File: config.mk
export PLATFORM = sky130hd
export DESIGN_NAME = cache_ctrl
export DESIGN_NICKNAME = d
export VERILOG_FILES = /design/src/rtl/cache_ctrl_pkg.sv /design/src/rtl/cache_sat_counter.sv /design/src/rtl/cache_ctrl.sv
export SDC_FILE = /design/constraint.sdc
export NUM_CORES = 1
export LEC_CHECK = 0
export BUFFER_PORTS_ARGS = -buffer_cell sky130_fd_sc_hd__buf_4
export CORE_MARGIN = 3
export CORE_UTILIZATION = 35
export DETAILED_ROUTE_END_ITERATION = 8
export HOLD_SLACK_MARGIN = 0.08
export PLACE_DENSITY_LB_ADDON = 0.3
export SYNTH_ARGS = -nofsm -noshare
export SYNTH_HDL_FRONTEND = slang
export SYNTH_HIERARCHICAL = 1
export SYNTH_SLANG_ARGS = --single-unit
File: constraint.sdc
create_clock -name i_clock -period 2.65 [get_ports i_clock]
set_input_delay 0.265 -clock i_clock [delete_from_list [all_inputs] [get_ports i_clock]]
set_output_delay 0.265 -clock i_clock [all_outputs]
set_load 0.01 [all_outputs]
File: src/rtl/cache_ctrl_pkg.sv
// Shared encodings for the cache controller FSM.
// CACHE_CTRL_WRITE_ALLOCATE_EN adds the ALLOC_MERGE state.
package cache_ctrl_pkg;

    localparam logic [2:0] ST_IDLE        = 3'd0;
    localparam logic [2:0] ST_LOOKUP      = 3'd1;
    localparam logic [2:0] ST_REFILL      = 3'd2;
    localparam logic [2:0] ST_WRITE_RAM   = 3'd3;
    localparam logic [2:0] ST_DONE        = 3'd4;
`ifdef CACHE_CTRL_WRITE_ALLOCATE_EN
    localparam logic [2:0] ST_ALLOC_MERGE = 3'd5;
`endif

    typedef enum logic [2:0] {
        S_IDLE      = ST_IDLE,
        S_LOOKUP    = ST_LOOKUP,
        S_REFILL    = ST_REFILL,
        S_WRITE_RAM = ST_WRITE_RAM,
        S_DONE      = ST_DONE
`ifdef CACHE_CTRL_WRITE_ALLOCATE_EN
        , S_ALLOC_MERGE = ST_ALLOC_MERGE
`endif
    } state_t;

    localparam logic OP_READ  = 1'b0;
    localparam logic OP_WRITE = 1'b1;

    // A one-word line still needs a one-bit index port.
    function automatic int wi_width(input int n);
        return (n <= 2) ? 1 : $clog2(n);
    endfunction

endpackage

File: src/rtl/cache_sat_counter.sv
// Saturating up-counter with asynchronous active-low clear.
module cache_sat_counter #(
    parameter int CNT_W = 16
) (
    input  logic             i_clock,
    input  logic             i_clear_n,
    input  logic             i_inc,
    output logic [CNT_W-1:0] o_count
);

    logic [CNT_W-1:0] r_count;

    always_ff @(posedge i_clock or negedge i_clear_n) begin
        if (!i_clear_n)
            r_count <= '0;
        else if (i_inc && (r_count != '1))
            r_count <= r_count + 1'b1;
    end

    assign o_count = r_count;

endmodule

File: src/rtl/cache_ctrl.sv
// Cache controller: lookup, multi-word refill, write-through to RAM, hit/miss stats.
// Define CACHE_CTRL_WRITE_ALLOCATE_EN to refill and merge on write misses.
module cache_ctrl
    import cache_ctrl_pkg::*;
#(
    parameter  int WORDS_PER_LINE = 4,
    parameter  int CNT_W          = 16,
    localparam int WI_W           = wi_width(WORDS_PER_LINE)
) (
    input  logic             i_clock,
    input  logic             i_reset_n,
    input  logic             i_read,
    input  logic             i_write,
    input  logic             i_hit,
    output logic             o_ready,
    output logic             o_update_tag,
    output logic             o_update_cache,
    output logic [WI_W-1:0]  o_word_idx,
    output logic             o_ram_read,
    output logic             o_ram_write,
    input  logic             i_ram_ack,
    output logic [CNT_W-1:0] o_hit_count,
    output logic [CNT_W-1:0] o_miss_count
);

    localparam logic [WI_W-1:0] LAST_IDX = WI_W'(WORDS_PER_LINE - 1);

    state_t          r_state, w_next;
    logic            r_op, w_op_nxt;
    logic            r_drop, w_drop_nxt;
    logic [WI_W-1:0] r_word_idx, w_word_idx_nxt;
    logic            w_req, w_dropped, w_hit_inc, w_miss_inc;

    assign w_req     = (r_op == OP_WRITE) ? i_write : i_read;
    // Sticky once the CPU lets go: the RAM transfer still finishes, but no ready.
    assign w_dropped = r_drop | ~w_req;

    always_ff @(posedge i_clock or negedge i_reset_n) begin
        if (!i_reset_n) begin
            r_state    <= S_IDLE;
            r_op       <= OP_READ;
            r_drop     <= 1'b0;
            r_word_idx <= '0;
        end else begin
            r_state    <= w_next;
            r_op       <= w_op_nxt;
            r_drop     <= w_drop_nxt;
            r_word_idx <= w_word_idx_nxt;
        end
    end

    always_comb begin
        w_next         = r_state;
        w_op_nxt       = r_op;
        w_drop_nxt     = r_drop;
        w_word_idx_nxt = r_word_idx;
        o_update_tag   = 1'b0;
        o_update_cache = 1'b0;
        w_hit_inc      = 1'b0;
        w_miss_inc     = 1'b0;
        case (r_state)
            S_IDLE: begin
                w_drop_nxt = 1'b0;
                if (i_read) begin
                    w_op_nxt = OP_READ;
                    w_next   = S_LOOKUP;
                end else if (i_write) begin
                    w_op_nxt = OP_WRITE;
                    w_next   = S_LOOKUP;
                end
            end
            S_LOOKUP: begin
                if (!w_req) begin
                    w_next = S_IDLE;
                end else if (i_hit) begin
                    w_hit_inc = 1'b1;
                    if (r_op == OP_WRITE) begin
                        o_update_cache = 1'b1;
                        w_next         = S_WRITE_RAM;
                    end else begin
                        w_next = S_DONE;
                    end
                end else begin
                    w_miss_inc = 1'b1;
                    if (r_op == OP_READ) begin
                        o_update_tag   = 1'b1;
                        w_word_idx_nxt = '0;
                        w_next         = S_REFILL;
                    end else begin
`ifdef CACHE_CTRL_WRITE_ALLOCATE_EN
                        o_update_tag   = 1'b1;
                        w_word_idx_nxt = '0;
                        w_next         = S_REFILL;
`else
                        w_next = S_WRITE_RAM;
`endif
                    end
                end
            end
            S_REFILL: begin
                w_drop_nxt = w_dropped;
                if (i_ram_ack) begin
                    o_update_cache = 1'b1;
                    if (r_word_idx == LAST_IDX) begin
                        w_word_idx_nxt = '0;
                        if (w_dropped)
                            w_next = S_IDLE;
`ifdef CACHE_CTRL_WRITE_ALLOCATE_EN
                        else if (r_op == OP_WRITE)
                            w_next = S_ALLOC_MERGE;
`endif
                        else
                            w_next = S_DONE;
                    end else begin
                        w_word_idx_nxt = r_word_idx + 1'b1;
                    end
                end
            end
`ifdef CACHE_CTRL_WRITE_ALLOCATE_EN
            S_ALLOC_MERGE: begin
                if (!w_req) begin
                    w_next = S_IDLE;
                end else begin
                    o_update_cache = 1'b1;
                    w_next         = S_WRITE_RAM;
                end
            end
`endif
            S_WRITE_RAM: begin
                w_drop_nxt = w_dropped;
                if (i_ram_ack)
                    w_next = w_dropped ? S_IDLE : S_DONE;
            end
            S_DONE:  w_next = S_IDLE;
            default: w_next = S_IDLE;
        endcase
    end

    assign o_ready     = (r_state == S_DONE);
    assign o_ram_read  = (r_state == S_REFILL);
    assign o_ram_write = (r_state == S_WRITE_RAM);
    assign o_word_idx  = r_word_idx;

    cache_sat_counter #(.CNT_W(CNT_W)) u_hit_cnt (
        .i_clock   (i_clock),
        .i_clear_n (i_reset_n),
        .i_inc     (w_hit_inc),
        .o_count   (o_hit_count)
    );

    cache_sat_counter #(.CNT_W(CNT_W)) u_miss_cnt (
        .i_clock   (i_clock),
        .i_clear_n (i_reset_n),
        .i_inc     (w_miss_inc),
        .o_count   (o_miss_count)
    );

endmodule
==> out/results.ini, run 1 <==
[layout]
stdcell_count=321
final_common_cell=buf_4
ff_latch_area_um2=976
fillers=569
fin_util=0.449
stdcell_area_um2=2680
multi_input_area_um2=1160
diodes=0
nNetsFinal=254
area_delta_synth_final_pct=23.5
drive_gt1_frac=0.305
layout_common_cells=buf_4 (46), dfrtp_1 (39), nand4_1 (16)

[timing]
slew_violations=0
clock.fmax_mhz=439
max_slew.worst_pin.slew_ps=505
setup_viol=0
finalHoldViolations=0
post-route-min-period_ps=2280
finalCritPeriodShare=0.859
relSlewSlack=0.663
setup_slack_ps=374
rsz0062_at_grt=no
skew_ps=8.26
fin_setup_tns_ps=0
hold-worst-slack_ps=171

[synth]
synth_cell_types=44
syn_area_um2=2170
synth_top_area_share=0.451
yosys_warnings=6
netlist.top_cell.by_area=dfrtp_1
synthCells=194
synth.net_count=203
synth-main-ff-cell=dfrtp_1
yosysSeqAreaShare=0.451
synthArstFlopShare=1.00
synth_edf_count=0
synth-seq-cells=39
syn_avg_cell_area_um2=11.2
ys_top_cells_by_area=dfrtp_1 (45%), nand4_1 (4.6%), xnor2_1 (4.0%), nor4_4 (3.9%), o21a_1 (3.5%)

[setup_path]
cp-start-kind=flop
crit_path_top_delay_cell=or4bb_2
reg2reg_to=u_hit_cnt/o_count[5]
path_buf_inv=0
crit_path_max_incr_delay_ps=690
reg2regPathDepth=6
crit_arrival_ps=2450
cp.required_ps=2830
crit_type=flop to flop
ff2ff_setup_slack_ps=370
startpoint=r_state[1]
cp-end-kind=flop
critical-path-top-delay-family=simple AND/OR/NAND/NOR gates
path_cells=or4bb_2, nor2_1, and3_1, and4_2, o211ai_1, o21a_1
worstReg2RegStart=r_state[1]
worstPathMaxFanout=9

[clock_tree]
htreeDepth=2
clock_latency_ps=290
cts.clk_slew.worst_paths_ps=70
cts_tree=built
cts_sinks=39
cts_buffers=5
cts_root_buf=clkbuf_8
cts_buffer_depth=2
cts_resized=0

[floorplanning]
coreArea_um2=5960
start_util=0.364
fp-row-count=28
die_height_um=84.7
dieWidth_um=84.7
ios=45
die_area_um2=7170

[global_routing]
grt_pass1_wl_mm=8.22
gr-total-overflow=0
grt_pass1_vias=1692
grt_max_degree=40
grt_antenna_before_repair=0
grtUsageTotal=0.143

[placed_design]
placed_cells=312
hpwlAfterDp_mm=3.49
place_area_um2=2580
place_ws_ps=399
port-buffer-count=44
gp_congestion=0.843

[power]
p_per_area_nw_per_um2=673
total_power_mw=1.80
ir_drop_v=0.000297
leakage_nw=1.25

[min_path]
hold_class=input port to flop
hp-start=i_read
min_to=r_op
hold_depth=2

[routing]
drt-pass1-iter-count=4
wl_mm=4.82
ant_nets=0
drt_iter0_drc=72
vias=1774
route.detailed.drc=0
wl_per_cell_um=15.0
routed_via_density=5.53

[run_status]
status=finished clean

[flow_run]
cap_violations=0

[sequential cells by signal (all words and copies together) (netlist names)]
signal	flops
r_state	3
r_op	1
u_miss_cnt/o_count	16
u_hit_cnt/o_count	16
r_drop	1
o_word_idx	2
[synthesized netlist by cell type, types with 3 or more instances]
library cell and count:
a21oi_1 9, a31oi_1 6, and3_1 5, dfrtp_1 39, ha_1 3, inv_1 3, nand2_1 11, nand3_1 10
nand4_1 16, nor2_1 11, nor3_1 3, nor4_4 4, o211ai_1 3, o21a_1 10, o21ai_0 6, xnor2_1 10
xor2_1 4
[worst reg2reg max path, cell delays in order (launching register included)]
cell and delay, ps:
dfrtp_1 460, or4bb_2 690, nor2_1 240, and3_1 300, and4_2 280, o211ai_1 90, o21a_1 120
[kinds of logic (layout without fill, tap and decap cells)]
family                     after synthesis  count (layout)  share of synthesized area
and+or+nand+nor                         86              86                      0.302
AOI/OAI and AO/OA                       43              43                      0.144
DFF                                     39              39                      0.451
xor gates and xnor gates                14              14                     0.0566
buffers and inverters                    6              58                     0.0150
adders and majority gates                3               3                     0.0173
muxes                                    3               3                     0.0150
[worst max-delay path by stage]
stage / end / slack (ps) / cells after the start
global route: u_hit_cnt/o_count[7] / 220 / 6
CTS: u_hit_cnt/o_count[5] / 400 / 6
global placement: u_hit_cnt/o_count[5] / 460 / 6
floorplan: u_hit_cnt/o_count[5] / 410 / 7
finish: u_hit_cnt/o_count[5] / 370 / 6
detailed placement: u_hit_cnt/o_count[5] / 400 / 6
[layer usage]
layer	vias to the layer above	GRT usage	part of all wire
li1	851	-	-
met1	866	0.191	0.46
met2	51	0.224	0.47
met3	6	0.0373	0.053
met4	0	0.0518	0.014
met5	-	0	0
[final cells by class]
cell class                      instances  area share
Multi-Input combinational cell        149       0.433
Sequential cell                        39       0.365
Timing Repair Buffer                   47       0.133
Tap cell                               75      0.0351
Clock buffer                            7      0.0285
Inverter                                3     0.00421
Clock inverter                          1     0.00187
[where the power goes]
group | switching (mW) | leakage [nW] | internal (mW)
clock | 0.205 | 0.0422 | 0.185
sequential | 0.159 | 0.525 | 0.695
combinational | 0.272 | 0.687 | 0.285
[repair_timing]
action	in CTS	in global routing
hold endpoints to repair	39	0
buffers inserted	0	0
hold buffers	1	0
(Power assumes the default switching activity.)
==> run 2, diff against run 1 <==
--- a/config.mk
+++ b/config.mk
@@ -6,7 +6,7 @@
 export NUM_CORES = 1
 export LEC_CHECK = 0
 export BUFFER_PORTS_ARGS = -buffer_cell sky130_fd_sc_hd__buf_4
-export CORE_MARGIN = 3
+export CORE_MARGIN = 10
 export CORE_UTILIZATION = 35
 export DETAILED_ROUTE_END_ITERATION = 8
 export HOLD_SLACK_MARGIN = 0.08
==> constraint.sdc (replaced) <==
create_clock -name i_clock -period 2.65 [get_ports i_clock]
set_input_delay 0.265 -clock i_clock [delete_from_list [all_inputs] [get_ports i_clock]]
set_output_delay 0.265 -clock i_clock [all_outputs]
set_load 0.005 [all_outputs]
==> run 2 against run 1 <==
Via count fell by 1.2%. Sequential cell count did not move. Routed wire length rose by 4.9%. Clock skew rose by 3.0 ps. Utilization rose by 0.48 points. Sequential share of layout area fell by 0.39 points. Critical path type unchanged.
==> out/results.ini, run 2 (synthesis results as in run 1) <==
[clock_tree]
cts_buffers=5  ; unchanged
clock_latency_ps=290  ; about the same
cts_hold_buffers=1  ; unchanged
post_cts_buffers=0  ; unchanged
cts_resized=0  ; unchanged
cts_tree=built
htreeDepth=2  ; unchanged
cts_buffer_depth=2  ; unchanged
cts_sinks=39  ; unchanged
cts.clk_slew.worst_paths_ps=70  ; about the same
cts_root_buf=clkbuf_8

[floorplanning]
fp-row-count=28  ; unchanged
coreArea_um2=5960  ; unchanged
die_area_um2=9730  ; +36%
dieWidth_um=98.7  ; +17%
start_util=0.364  ; unchanged
ios=45  ; unchanged
die_height_um=98.7  ; +17%

[timing]
relSlewSlack=0.664  ; +0.00116
hold-worst-slack_ps=164  ; -6.87 ps
skew_ps=11.2  ; +2.96 ps
finalCritPeriodShare=0.912  ; +0.0530
rsz0062_at_grt=no
finalHoldViolations=0  ; unchanged
slew_violations=0  ; unchanged
setup_viol=0  ; unchanged
post-route-min-period_ps=2420  ; +141 ps
fin_setup_tns_ps=0  ; unchanged
setup_slack_ps=234  ; -141 ps
max_slew.worst_pin.slew_ps=503  ; -1.74 ps
clock.fmax_mhz=414  ; -5.8%

[setup_path]
crit_arrival_ps=2590  ; +140 ps
ff2ff_setup_slack_ps=230  ; -140 ps
worstPathMaxFanout=9  ; unchanged
crit_type=flop to flop
cp-start-kind=flop
reg2regPathDepth=6  ; unchanged
worstReg2RegStart=r_state[1]
cp.required_ps=2820  ; about the same
cp-end-kind=flop
reg2reg_to=u_hit_cnt/o_count[5]

[routing]
route.detailed.drc=0  ; unchanged
drt_iter0_drc=58  ; -19%
routed_via_density=5.48  ; -0.93%
vias=1752  ; -1.2%
drt-pass1-iter-count=4  ; unchanged
ant_nets=0  ; unchanged
wl_per_cell_um=15.8  ; +5.3%
wl_mm=5.06  ; +4.9%

[layout]
drive_gt1_frac=0.310  ; +0.00533
stdcell_area_um2=2700  ; +1.1%
diodes=0  ; unchanged
final_common_cell=buf_4
nNetsFinal=253  ; -0.39%
fillers=580  ; +1.9%
area_delta_synth_final_pct=24.8
fin_util=0.454  ; +0.00483
layout_common_cells=buf_4 (45), dfrtp_1 (39), nand4_1 (16)
stdcell_count=320  ; -0.31%

[power]
ir_drop_v=0.000364  ; +23%
p_per_area_nw_per_um2=697  ; +3.5%
total_power_mw=1.88  ; +4.6%
leakage_nw=1.27  ; +1.1%

[placed_design]
port-buffer-count=44  ; unchanged
place_ws_ps=272  ; -127 ps
placed_cells=311  ; -0.32%
gp_congestion=0.856  ; +1.6%
place_area_um2=2580  ; -0.29%
hpwlAfterDp_mm=3.84  ; +10%

[min_path]
hold_class=input port to flop
hold_depth=2  ; unchanged
min_to=r_op
hp-start=i_read

[global_routing]
grt_max_degree=40  ; unchanged
grt_pass1_vias=1835  ; +8.5%
grt_antenna_before_repair=0  ; unchanged
gr-total-overflow=0  ; unchanged
grtUsageTotal=0.106  ; -0.0369
grt_pass1_wl_mm=8.78  ; +6.9%

[run_status]
status=finished clean

[flow_run]
cap_violations=0  ; unchanged

run 2: report_power, final:
part | switching [mW] | internal (mW) | total [mW] | leakage [nW]
Clock | 0.207 | 0.305 | 0.512 | 0.0612
Combinational | 0.240 | 0.279 | 0.519 | 0.681
Sequential | 0.159 | 0.695 | 0.854 | 0.525
run 2: layout make-up:
type / count / area [um2] / area share
Tap cell: 75 / 93.8 / 0.0347
Multi-Input combinational cell: 149 / 1160 / 0.428
Inverter: 3 / 11.3 / 0.00416
Clock inverter: 2 / 35.0 / 0.0130
Sequential cell: 39 / 976 / 0.361
Timing Repair Buffer: 46 / 348 / 0.129
Clock buffer: 6 / 82.6 / 0.0305
run 2: per-layer routing:
layer  vias to the layer above  global-route usage  wire, um  part of all wire
met5                         -                   0         0                 0
met4                         0              0.0298        43            0.0085
met3                         5              0.0377       332             0.066
met2                        48               0.173      2370              0.47
met1                       847               0.129      2310              0.46
li1                        852                   -         -                 -
run 2: worst max path at each step:
stage / end / start / slack (ps)
after floorplan: u_hit_cnt/o_count[5] / r_state[1] / 410
after global placement: u_hit_cnt/o_count[5] / r_state[1] / 330
after detailed placement: u_hit_cnt/o_count[7] / r_state[1] / 270
after CTS: u_hit_cnt/o_count[7] / r_state[1] / 250
after global routing: u_hit_cnt/o_count[7] / r_state[1] / 60
final: u_hit_cnt/o_count[5] / r_state[1] / 230
run 2: critical path, cell delays in order, from the launching register on:
cell,delay [ps]
dfrtp_1,460
or4bb_2,680
nor2_1,370
and3_1,310
and4_2,280
o211ai_1,90
o21a_1,110
==> run 3, diff against run 2 <==
--- a/config.mk
+++ b/config.mk
@@ -5,6 +5,7 @@
 export SDC_FILE = /design/constraint.sdc
 export NUM_CORES = 1
 export LEC_CHECK = 0
+export ABC_AREA = 1
 export BUFFER_PORTS_ARGS = -buffer_cell sky130_fd_sc_hd__buf_4
 export CORE_MARGIN = 10
 export CORE_UTILIZATION = 35
==> run 3 against run 2 <==
Die area rose by 15%. Largest cell class unchanged. Fmax rose by 27%. Critical endpoint is now u_hit_cnt/o_count[1]. Hold slack improved by 18 ps. Non-clock buffer count fell by 1. Register-to-register slack improved by 520 ps.
==> out/results.ini, run 3 <==
[run_status]
status=finished clean

[synth]
yosys_warnings=6  ; unchanged
synthCells=367  ; +89%
yosys.cell_count.top_type=nand2_1
ys_top_cells_by_area=dfrtp_1 (38%), nand2_1 (21%), nor2_1 (5.7%), inv_1 (5.2%), nand3_1 (3.7%)
synth_top_area_share=0.378  ; -0.0731
synth.net_count=376  ; +85%
synth_edf_count=0  ; unchanged
synth_cell_types=22  ; -50%
synth-seq-cells=39  ; unchanged
yosysSeqAreaShare=0.378  ; -0.0731
netlist.top_cell.by_area=dfrtp_1
synth-main-ff-cell=dfrtp_1
synthArstFlopShare=1.00  ; unchanged
syn_avg_cell_area_um2=7.04  ; -37%
synth_common_cells=nand2_1 (142), dfrtp_1 (39), nor2_1 (39), inv_1 (36), nand3_1 (19)
syn_area_um2=2580  ; +19%

[floorplanning]
coreArea_um2=7210  ; +21%
die_area_um2=11200  ; +15%
start_util=0.358  ; -0.00535
die_height_um=106  ; +7.4%
dieWidth_um=106  ; +7.4%
ios=45  ; unchanged
fp-row-count=31  ; +11%

[flow_run]
cap_violations=0  ; unchanged

[setup_path]
crit_top_cell=nand2_1
crit_type=flop to flop
cp-end-kind=flop
path_cells=inv_2, nand3_2, nor3_1, inv_1, nor2_4, nand2_1, nand2_1
crit_path_top_delay_cell=nor3_1
crit_arrival_ps=2120  ; -470 ps
cp-start-kind=flop
crit_path_max_incr_delay_ps=430  ; -250 ps
cp.required_ps=2870  ; +50 ps
worstPathMaxFanout=16  ; +7

[routing]
drt-pass1-iter-count=4  ; unchanged
routed_via_density=4.66  ; -15%
vias=2398  ; +37%
ant_nets=0  ; unchanged
route.detailed.drc=0  ; unchanged
wl_per_cell_um=12.1  ; -24%
wl_mm=6.21  ; +23%
drt_iter0_drc=54  ; -6.9%

[clock_tree]
cts.clk_slew.worst_paths_ps=80  ; about the same
cts_sinks=39  ; unchanged
cts_buffer_depth=2  ; unchanged
cts_hold_buffers=1  ; unchanged
post_cts_buffers=0  ; unchanged
cts_resized=0  ; unchanged
clock_latency_ps=300  ; about the same
cts_tree=built
htreeDepth=2  ; unchanged
cts_buffers=5  ; unchanged
cts_root_buf=clkbuf_8

[global_routing]
grt_antenna_before_repair=0  ; unchanged
grt_max_degree=40  ; unchanged
use_met2=0.178  ; +0.00459
grt_pass1_wl_mm=10.4  ; +18%
busiest_layer=met2
grt_pass1_vias=2260  ; +23%
gr-total-overflow=0  ; unchanged
grtUsageTotal=0.110  ; +0.00351
grt_util_met3=0.0393  ; +0.00154
use_met1=0.135  ; +0.00580

[timing]
setup_viol=0  ; unchanged
clock.fmax_mhz=527  ; +27%
relSlewSlack=0.654  ; -0.0102
max_slew.worst_pin.slew_ps=519  ; +15.4 ps
finalHoldViolations=0  ; unchanged
setup_slack_ps=751  ; +518 ps
fin_setup_tns_ps=0  ; unchanged
slew_violations=0  ; unchanged
post-route-min-period_ps=1900  ; -518 ps
rsz0062_at_grt=no
finalCritPeriodShare=0.716  ; -0.195
skew_ps=14.7  ; +3.45 ps

[placed_design]
hpwlAfterDp_mm=4.60  ; +20%
gp_congestion=0.837  ; -2.2%
place_ws_ps=798  ; +526 ps
port-buffer-count=44  ; unchanged

[layout]
layout_common_cells=nand2_1 (142), buf_4 (44), nor2_1 (39), dfrtp_1 (39), inv_1 (36)
final_common_cell=nand2_1
diodes=0  ; unchanged
nNetsFinal=424  ; +68%
area_delta_synth_final_pct=21.3
drive_gt1_frac=0.221  ; -0.0891

[power]
leakage_nw=1.55  ; +22%
ir_drop_v=0.000329  ; -9.6%
p_per_area_nw_per_um2=653  ; -6.3%

[min_path]
hold_class=input port to flop

[run 3: cell types whose count changed after synthesis, moves of 9 or more]
| cell | change |
|---|---|
| nand2_1 | +131 |
| inv_1 | +33 |
| nor2_1 | +28 |
| nand2_2 | +13 |
| o21a_1 | -10 |
| nand3_1 | +9 |
[run 3: layer usage]
layer,up-vias,wire length (um)
li1,1236,-
met1,1104,2860
met2,54,2880
met3,4,422
met4,0,56
met5,-,0
[run 3: final timing paths]
check / start / endpoint / slack (ps) / cells past startpoint
min reg2reg: o_word_idx[1] / o_word_idx[1] / 560 / 2
max: r_state[2] / u_hit_cnt/o_count[1] / 750 / 7
min in group asynchronous: i_reset_n / u_miss_cnt/o_count[11] / 490 / 2
min: i_read / r_op / 180 / 2
max in group asynchronous: i_reset_n / u_hit_cnt/o_count[3] / 1790 / 2
max reg2reg: r_state[2] / u_hit_cnt/o_count[1] / 750 / 7
[run 3: layout make-up]
class / count / area (um2)
fill: 767 / 4080
inverter: 40 / 150
clock inverter: 2 / 60.1
clock buffer: 6 / 72.6
sequential: 39 / 976
tap: 99 / 124
timing repair buffer: 45 / 340
multi-input combinational: 284 / 1410
[run 3: worst max-delay path: cells and delay by family, from the launching register on]
family / cells / cell delay (ps)
buffers and inverters: 2 / 280
DFF: 1 / 420
and+or+nand+nor: 5 / 1130
[run 3: stage by stage]
step	util	cells	power, mW	instance area [um2]	hold slack, ps
floorplan	-	367	1.19	2580	-30.6
global placement	0.415	506	1.45	2990	279
detailed placement	0.415	506	1.47	2990	283
CTS	0.435	515	2.08	3140	173
global route	0.435	515	2.21	3140	173
finish	0.435	515	2.05	3140	182
[run 3: power by group]
group / switching (mW) / leakage (nW) / internal, mW
combinational: 0.340 / 1.00 / 0.274
sequential: 0.134 / 0.478 / 0.700
clock: 0.224 / 0.0654 / 0.377
total: 0.698 / 1.55 / 1.35
[run 3: cell families after synthesis]
logic type / count (synthesis) / synth area share
AND/OR/NAND/NOR: 248 / 0.443
buffers and inverters: 44 / 0.0755
flip-flops: 39 / 0.378
AO/OA/AOI/OAI: 21 / 0.0484
XOR/XNOR: 12 / 0.0407
adder cells (fa/ha/maj): 3 / 0.0145
